--- src/rtl/shift_in_pkg.sv ---
// Shared definitions for the serial link shifters: state encoding and the
// default word geometry, so the transmit and receive sides stay matched.
package shift_in_pkg;

    localparam int SHIFT_WIDTH  = 64;
    localparam int SHIFT_CWIDTH = 6;

    typedef enum logic [1:0] {
        ST_IDLE  = 2'd0,
        ST_SHIFT = 2'd1,
        ST_FULL  = 2'd2
    } state_e;

endpackage

--- src/rtl/shift_in.sv ---
// Serial-in, parallel-out receiver: captures WIDTH bits LSB first and
// offers the completed word through a valid/ready handshake.
module shift_in
    import shift_in_pkg::*;
#(
    parameter int WIDTH  = SHIFT_WIDTH,
    parameter int CWIDTH = SHIFT_CWIDTH
) (
    input  logic              clk,
    input  logic              reset_n,
    input  logic              start,
    input  logic              enable,
    input  logic              sin,
    output logic [WIDTH-1:0]  word,
    output logic              word_valid,
    input  logic              word_ready,
    output logic              busy,
    output logic [CWIDTH-1:0] bit_count,
    output logic              overrun
);

    if ((2 ** CWIDTH) < WIDTH) begin : g_cwidth_check
        $error("shift_in: CWIDTH too small to index WIDTH bits");
    end

    localparam logic [CWIDTH-1:0] LAST_IDX = CWIDTH'(WIDTH - 1);
    localparam logic [CWIDTH-1:0] ONE_IDX  = CWIDTH'(1);

    state_e             state_r;
    state_e             state_s;
    logic [WIDTH-1:0]   word_r;
    logic [WIDTH-1:0]   word_s;
    logic [CWIDTH-1:0]  bit_count_r;
    logic [CWIDTH-1:0]  bit_count_s;
    logic               overrun_r;
    logic               overrun_s;
    logic               word_valid_r;
    logic               busy_r;

    // Next-state and datapath update; start overrides handshake, which overrides enable.
    always_comb begin
        state_s     = state_r;
        word_s      = word_r;
        bit_count_s = bit_count_r;
        overrun_s   = overrun_r;
        if (start) begin
            state_s     = ST_SHIFT;
            word_s      = {WIDTH{1'b0}};
            bit_count_s = {CWIDTH{1'b0}};
            overrun_s   = 1'b0;
        end else begin
            case (state_r)
                ST_IDLE: begin
                    state_s = ST_IDLE;
                end
                ST_SHIFT: begin
                    if (enable) begin
                        word_s[bit_count_r] = sin;
                        if (bit_count_r == LAST_IDX) begin
                            state_s     = ST_FULL;
                            bit_count_s = {CWIDTH{1'b0}};
                        end else begin
                            bit_count_s = bit_count_r + ONE_IDX;
                        end
                    end else begin
                        state_s = ST_SHIFT;
                    end
                end
                ST_FULL: begin
                    // A bit arriving in the acceptance cycle is dropped silently.
                    if (word_valid_r && word_ready) begin
                        state_s = ST_IDLE;
                    end else if (enable) begin
                        overrun_s = 1'b1;
                    end else begin
                        state_s = ST_FULL;
                    end
                end
                default: begin
                    state_s     = ST_IDLE;
                    word_s      = {WIDTH{1'b0}};
                    bit_count_s = {CWIDTH{1'b0}};
                end
            endcase
        end
    end

    // State, datapath and registered status flags.
    always_ff @(posedge clk or negedge reset_n) begin
        if (!reset_n) begin
            state_r      <= ST_IDLE;
            word_r       <= {WIDTH{1'b0}};
            bit_count_r  <= {CWIDTH{1'b0}};
            overrun_r    <= 1'b0;
            word_valid_r <= 1'b0;
            busy_r       <= 1'b0;
        end else begin
            state_r      <= state_s;
            word_r       <= word_s;
            bit_count_r  <= bit_count_s;
            overrun_r    <= overrun_s;
            word_valid_r <= (state_s == ST_FULL);
            busy_r       <= (state_s == ST_SHIFT);
        end
    end

    assign word       = word_r;
    assign bit_count  = bit_count_r;
    assign overrun    = overrun_r;
    assign word_valid = word_valid_r;
    assign busy       = busy_r;

endmodule

--- config.mk ---
export PLATFORM = sky130hd
export DESIGN_NAME = shift_in
export DESIGN_NICKNAME = d
export VERILOG_FILES = /design/src/rtl/shift_in_pkg.sv /design/src/rtl/shift_in.sv
export SDC_FILE = /design/constraint.sdc
export NUM_CORES = 1
export LEC_CHECK = 0
export CELL_PAD_IN_SITES_DETAIL_PLACEMENT = 0
export CELL_PAD_IN_SITES_GLOBAL_PLACEMENT = 1
export CORE_AREA = 2 2 100 102
export DETAILED_ROUTE_END_ITERATION = 8
export DIE_AREA = 0 0 102 104
export PLACE_DENSITY_LB_ADDON = 0.1
export SYNTH_ARGS = -nofsm -noshare
export SYNTH_HDL_FRONTEND = slang
export SYNTH_SLANG_ARGS = --single-unit
--- constraint.sdc ---
create_clock -name clk -period 2.2 [get_ports clk]
set_input_delay 0.33 -clock clk [delete_from_list [all_inputs] [get_ports clk]]
set_output_delay 0.33 -clock clk [all_outputs]
set_load 0.05 [all_outputs]
==> results of run 1 <==
-- how the worst min path moves through the flow --
stage	end	slack [ps]
floorplan	bit_count[0]	30
global placement	word_valid	400
detailed placement	state_r[0]	400
CTS	word[4]	20
global route	word_valid	50
finish	word[4]	2
-- logic make-up (layout without fill, tap and decap cells) --
family / Yosys count / in the layout / synth area share
AO/OA/AOI/OAI: 135 / 135 / 0.230
XOR/XNOR: 2 / 2 / 0.00480
adder cells (fa/ha/maj): 3 / 3 / 0.0103
buffers and inverters: 35 / 121 / 0.0514
flip-flops: 75 / 75 / 0.514
multiplexers: 12 / 12 / 0.0329
AND/OR/NAND/NOR: 102 / 102 / 0.157
-- routing by layer --
| layer | vias to the layer above | global-route usage | part of all wire |
|---|---|---|---|
| met4 | 0 | 0.0590 | 0.012 |
| met3 | 10 | 0.0329 | 0.051 |
| met2 | 88 | 0.302 | 0.44 |
| met1 | 1528 | 0.319 | 0.50 |
| met5 | - | 0 | 0 |
| li1 | 1509 | - | - |
-- report_power, final --
part / internal [mW] / switching [mW] / leakage (nW) / total (mW)
Combinational: 0.0745 / 0.162 / 0.957 / 0.237
Sequential: 1.38 / 0.0147 / 1.04 / 1.40
Clock: 0.637 / 0.539 / 0.106 / 1.18
Total: 2.09 / 0.717 / 2.10 / 2.81
-- sequential cells by signal, indices dropped and copies added, names as in the netlist --
| signal | count |
|---|---|
| word | 64 |
| bit_count | 6 |
| state_r | 2 |
| busy | 1 |
| overrun | 1 |
| word_valid | 1 |
-- Yosys cell counts (all sizes together), types with 3 or more instances --
| library cell | number | share of area |
|---|---|---|
| and3b | 6 | 0.014 |
| inv | 4 | 0.0041 |
| o21ai | 57 | 0.078 |
| o211ai | 20 | 0.041 |
| ha | 3 | 0.010 |
| mux2i | 12 | 0.033 |
| and3 | 3 | 0.0051 |
| nand3 | 20 | 0.027 |
| nand2b | 4 | 0.0089 |
| nor2 | 7 | 0.0072 |
| clkbuf | 10 | 0.010 |
| buf | 21 | 0.037 |
| nand3b | 6 | 0.012 |
| a21oi | 21 | 0.029 |
| nor3b | 6 | 0.019 |
| o31ai | 18 | 0.037 |
| nor3 | 4 | 0.0069 |
| o311ai | 8 | 0.021 |
| dfrtp | 75 | 0.51 |
| nand2 | 36 | 0.037 |
-- final cells by class --
cell class	instances	share of cell area
clock inverters	6	0.0185
inverters	4	0.00308
flip-flops and latches	75	0.385
repair buffers	102	0.207
multi-input cells	254	0.328
clock buffers	9	0.0254
well taps	133	0.0341
-- placed cells by master, fill, tap and decap left out, types with 3 or more instances in the layout --
cell             netlist  layout
a21oi_1               21      20
o31ai_1               18      18
nand3_1               20      20
dfrtp_1               75      75
o311ai_0               5       5
and3_1                 3       3
clkbuf_8               0       9
nand2b_1               3       3
buf_4                  2      23
buf_12                 0       5
nand2_1               36      36
clkdlybuf4s50_1        0      73
nor2_1                 7       7
inv_1                  4       4
mux2i_1               12      12
o211ai_1              20      20
nor3_1                 3       3
and3b_1                6       6
ha_1                   3       3
nand3b_1               6       6
o21ai_0               56      56
nor3b_2                5       5
==> impl_results.md, run 1 <==
- Gr ovfl total: 0
- DP Wirelength: 6.94 mm
- TNS Setup: 0 ps
- Diodes inserted: 0
- Worst skew pair latency: 350 ps
- Slew @ Worst Pin: 559 ps
- Largest stage delay on the critical path: 870 ps
- Multi-input logic area: 0.00160 mm²
- Outcome: finished, final reports clean
- Total GRT Usage: 0.208
- Sequential share of the synthesized area: 0.514
- Worst Path Required: 1870 ps
- Total core area: 0.00955 mm²
- Final Max Tran Viols: 0
- Placed Cells: 568
- WP buf/inv: 1
- Max clock buf depth: 2
- Pin count of the biggest net entering global routing: 76
- Drt wl/cell: 17.9 µm
- Hold buffer count at cts: 0
- Final worst slack: 112 ps
- Num rows: 36
- Yosys warns: 0
- Placement Setup Slack: 91.4 ps
- CP endpoint: bit_count[5]
- Yosys reg bits: 75
- CP Class: reg2out
- Final core utilization: 0.511
- Critical Path, Cell by Cell: clkdlybuf4s50_1
- Max Clock Skew: 13.6 ps
- Layout cell share with drive strength beyond 1: 0.122
- Unrepaired setup endpoints after global routing: false
- Reg clk slew, reported paths: 90 ps
- Fin crit share: 0.949
- Top FF cell, synth: dfrtp_1
- Lkg Pwr: 2.10 nW
- CP endpoint kind: output port
- Root Driver: clkbuf_8
- Filler Cells Inserted: 930
- Worst r2r src: bit_count[0]
- Endpoints failing setup: 0
- Placer Congestion: 0.799
- Post-route design area: 0.00488 mm²
- Crit path from: bit_count[5]
- Initial core utilization: 0.382
- Die Wd: 102 µm
- Reg area: 0.00188 mm²
- Reg-to-Reg End: bit_count[3]
- Syn nets: 373
- Netlist cell types: 43
- FF-to-FF setup slack: 350 ps
- Arr. time, crit path: 1760 ps
- Drt initial violations: 234
- Post-CTS Resized: 0
- FMAX: 0.479 GHz
- DR pass1 iterations: 4
- Delay-heaviest family, CP: buffers and inverters
- Headroom to the max-slew limit: 0.627
- Die area: 0.0106 mm²
- Area Overhead vs Synth: 33.6%
- First-pass GRT wire length: 17.2 mm
- CTS Sinks: 75
- Final Hold Viols: 0
- FF-to-FF path depth: 5
- Vias in the first global route: 3174
- Die span in y: 104 µm
- Worst path depth: 1
- Min Hold Slack: 2.32 ps
- Routed WL: 10.4 mm
- Power density over the cells: 576 mW/mm²
- Initial antenna violation count: 0
- CTS H-tree depth: 3
- Postcts setup bufs: 0
- Final Power: 2.81 mW
- Crit path launch type: flop
- DRC Markers: 0
- CTS tree: yes
- Worst Hold Class: in2async
- CP Max Fanout: 10
- Min Tclk post-route: 2090 ps
- Post-Place Cell Area: 0.00466 mm²
- Max-cap viol count: 0
- Vias per cell: 5.38
- Total CTS buffers: 9
- Worst vdd ir: 0.259 mV
- Number of synthesized flops with an enable pin: 0
- Routed vias: 3135
- Non-Filler Instances: 583
- Cell Area, Synth: 0.00365 mm²
- Boundary pin count: 79
- CP max-delay cell: clkdlybuf4s50_1
- Port bufs: 78
- Final ANT Viol Nets: 0
- Gate count after technology mapping: 364
- Async S/R FF share, synth: 1.00
- Nets: 455
- Post-synthesis area per instance: 10.0 µm²
Power figures use the tool's default switching activity.
==> run 2: changes to the inputs <==
--- a/config.mk
+++ b/config.mk
@@ -11,6 +11,7 @@
 export DETAILED_ROUTE_END_ITERATION = 8
 export DIE_AREA = 0 0 102 104
 export PLACE_DENSITY_LB_ADDON = 0.1
+export SLEW_MARGIN = 20
 export SYNTH_ARGS = -nofsm -noshare
 export SYNTH_HDL_FRONTEND = slang
 export SYNTH_SLANG_ARGS = --single-unit
==> results of run 2 <==
The final DEF is identical to that of run 1; final timing and power are the same.
==> edit, RTL diff (config.mk and constraints of run 1) <==
The 3 states of `state_e` get a one-hot encoding in 3 bits.
--- a/src/rtl/shift_in_pkg.sv
+++ b/src/rtl/shift_in_pkg.sv
@@ -5,10 +5,10 @@
     localparam int SHIFT_WIDTH  = 64;
     localparam int SHIFT_CWIDTH = 6;
 
-    typedef enum logic [1:0] {
-        ST_IDLE  = 2'd0,
-        ST_SHIFT = 2'd1,
-        ST_FULL  = 2'd2
+    typedef enum logic [2:0] {
+        ST_IDLE  = 3'b001,
+        ST_SHIFT = 3'b010,
+        ST_FULL  = 3'b100
     } state_e;
 
 endpackage
Formal check against the unedited RTL: no difference found for any inputs over 10 cycles, from zero or initial values and one cycle with reset_n low; not proved beyond that.
==> edit against run 1 <==
  * Via count increased by 3.1%
  * Cell area grew 1.9%
  * Global-route usage is 0.40 points lower
  * Synthesized area up 2.2%
  * Power grew 9.3%
  * Worst setup slack got worse by 29 ps
  * Worst hold slack improved by 490 ps
  * Synthesized cell count down 8.5%
  * Sequential cell count rose by 1
  * Wire length up 2.1%
  * Critical endpoint is now bit_count[3]
==> edit: results (changes against run 1) <==
| Metric | Value |
|---|---|
| Status | `finished, final reports clean` |
| Met2 wire len | `4.63 mm (+0.57%)` |
| Cell Int Power | `2.19 mW (+4.4%)` |
| Slew @ Worst Pin | `650 ps (+90.6 ps)` |
| M1 wire length | `5.16 mm (about the same)` |
| Worst Path Arrival | `1790 ps (+30 ps)` |
| Nonclk inv count | `1 (-3)` |
| Fraction of area in non-clock buffers | `0.211 (+0.00471)` |
| Fmax | `472 MHz (-1.4%)` |
| Area fraction of clock buffers and clock inverters | `0.0451 (+0.00120)` |
| Final Skew | `13.2 ps (-0.425 ps)` |
| Seq cells | `76 (+1.3%)` |
| Mapped Nets | `340 (-8.8%)` |
| CP endpoint | `bit_count[3]` |
| Dominant cells by area after synthesis | `dfrtp_1 50%, o311ai_0 11%, o31ai_1 7.8%, o41ai_1 4.9%, clkbuf_1 2.9%` |
| RR Startpoint | `state_r[0]` |
| Routed WL | `10.6 mm (+2.1%)` |
| Fillers | `886 (-4.7%)` |
| Place WS | `-23.6 ps (-115 ps)` |
| Post-Synth XOR/XNOR Area | `0.00235 (-0.00245)` |
| Lkg Pwr | `1.93 nW (-8.0%)` |
| Largest net degree at the start of global routing | `62 (-18%)` |
| Drt pass-1 iters | `5 (+1)` |
| Mux share of post-synthesis cell area | `0.00838 (-0.0245)` |
| DRT iter0 DRCs | `250 (+6.8%)` |
## edit: power by group through the flow
stage	Clock (mW)	Combinational [mW]	Sequential (mW)
finish	1.20	0.430	1.44
global route	1.29	0.466	1.45
CTS	1.22	0.431	1.44
detailed placement	0	0.428	1.47
global placement	0	0.425	1.47
floorplan	0	0.226	1.50
## edit: what timing repair did
action,4_1_cts,5_1_grt
setup endpoints to repair,0,1
gates resized for setup,0,1
hold buffers,1,0
hold endpoints to repair,39,0
buffers inserted,0,0
## edit: stage by stage
step	hold slack (ps)	power, mW	instances	instance area [sq um]	setup TNS (ps)
after global routing	540	3.21	540	4970	0
after CTS	517	3.10	540	4970	0
final	494	3.07	540	4970	0
after global placement	350	1.90	523	4730	0
after detailed placement	347	1.90	523	4730	-23.6
after floorplan	34.4	1.72	333	3730	0
## edit: per-layer routing
metal	GRT usage	vias up
met3	0.0403	10
met5	0	-
met2	0.274	126
li1	-	1515
met4	0.0581	0
met1	0.328	1581
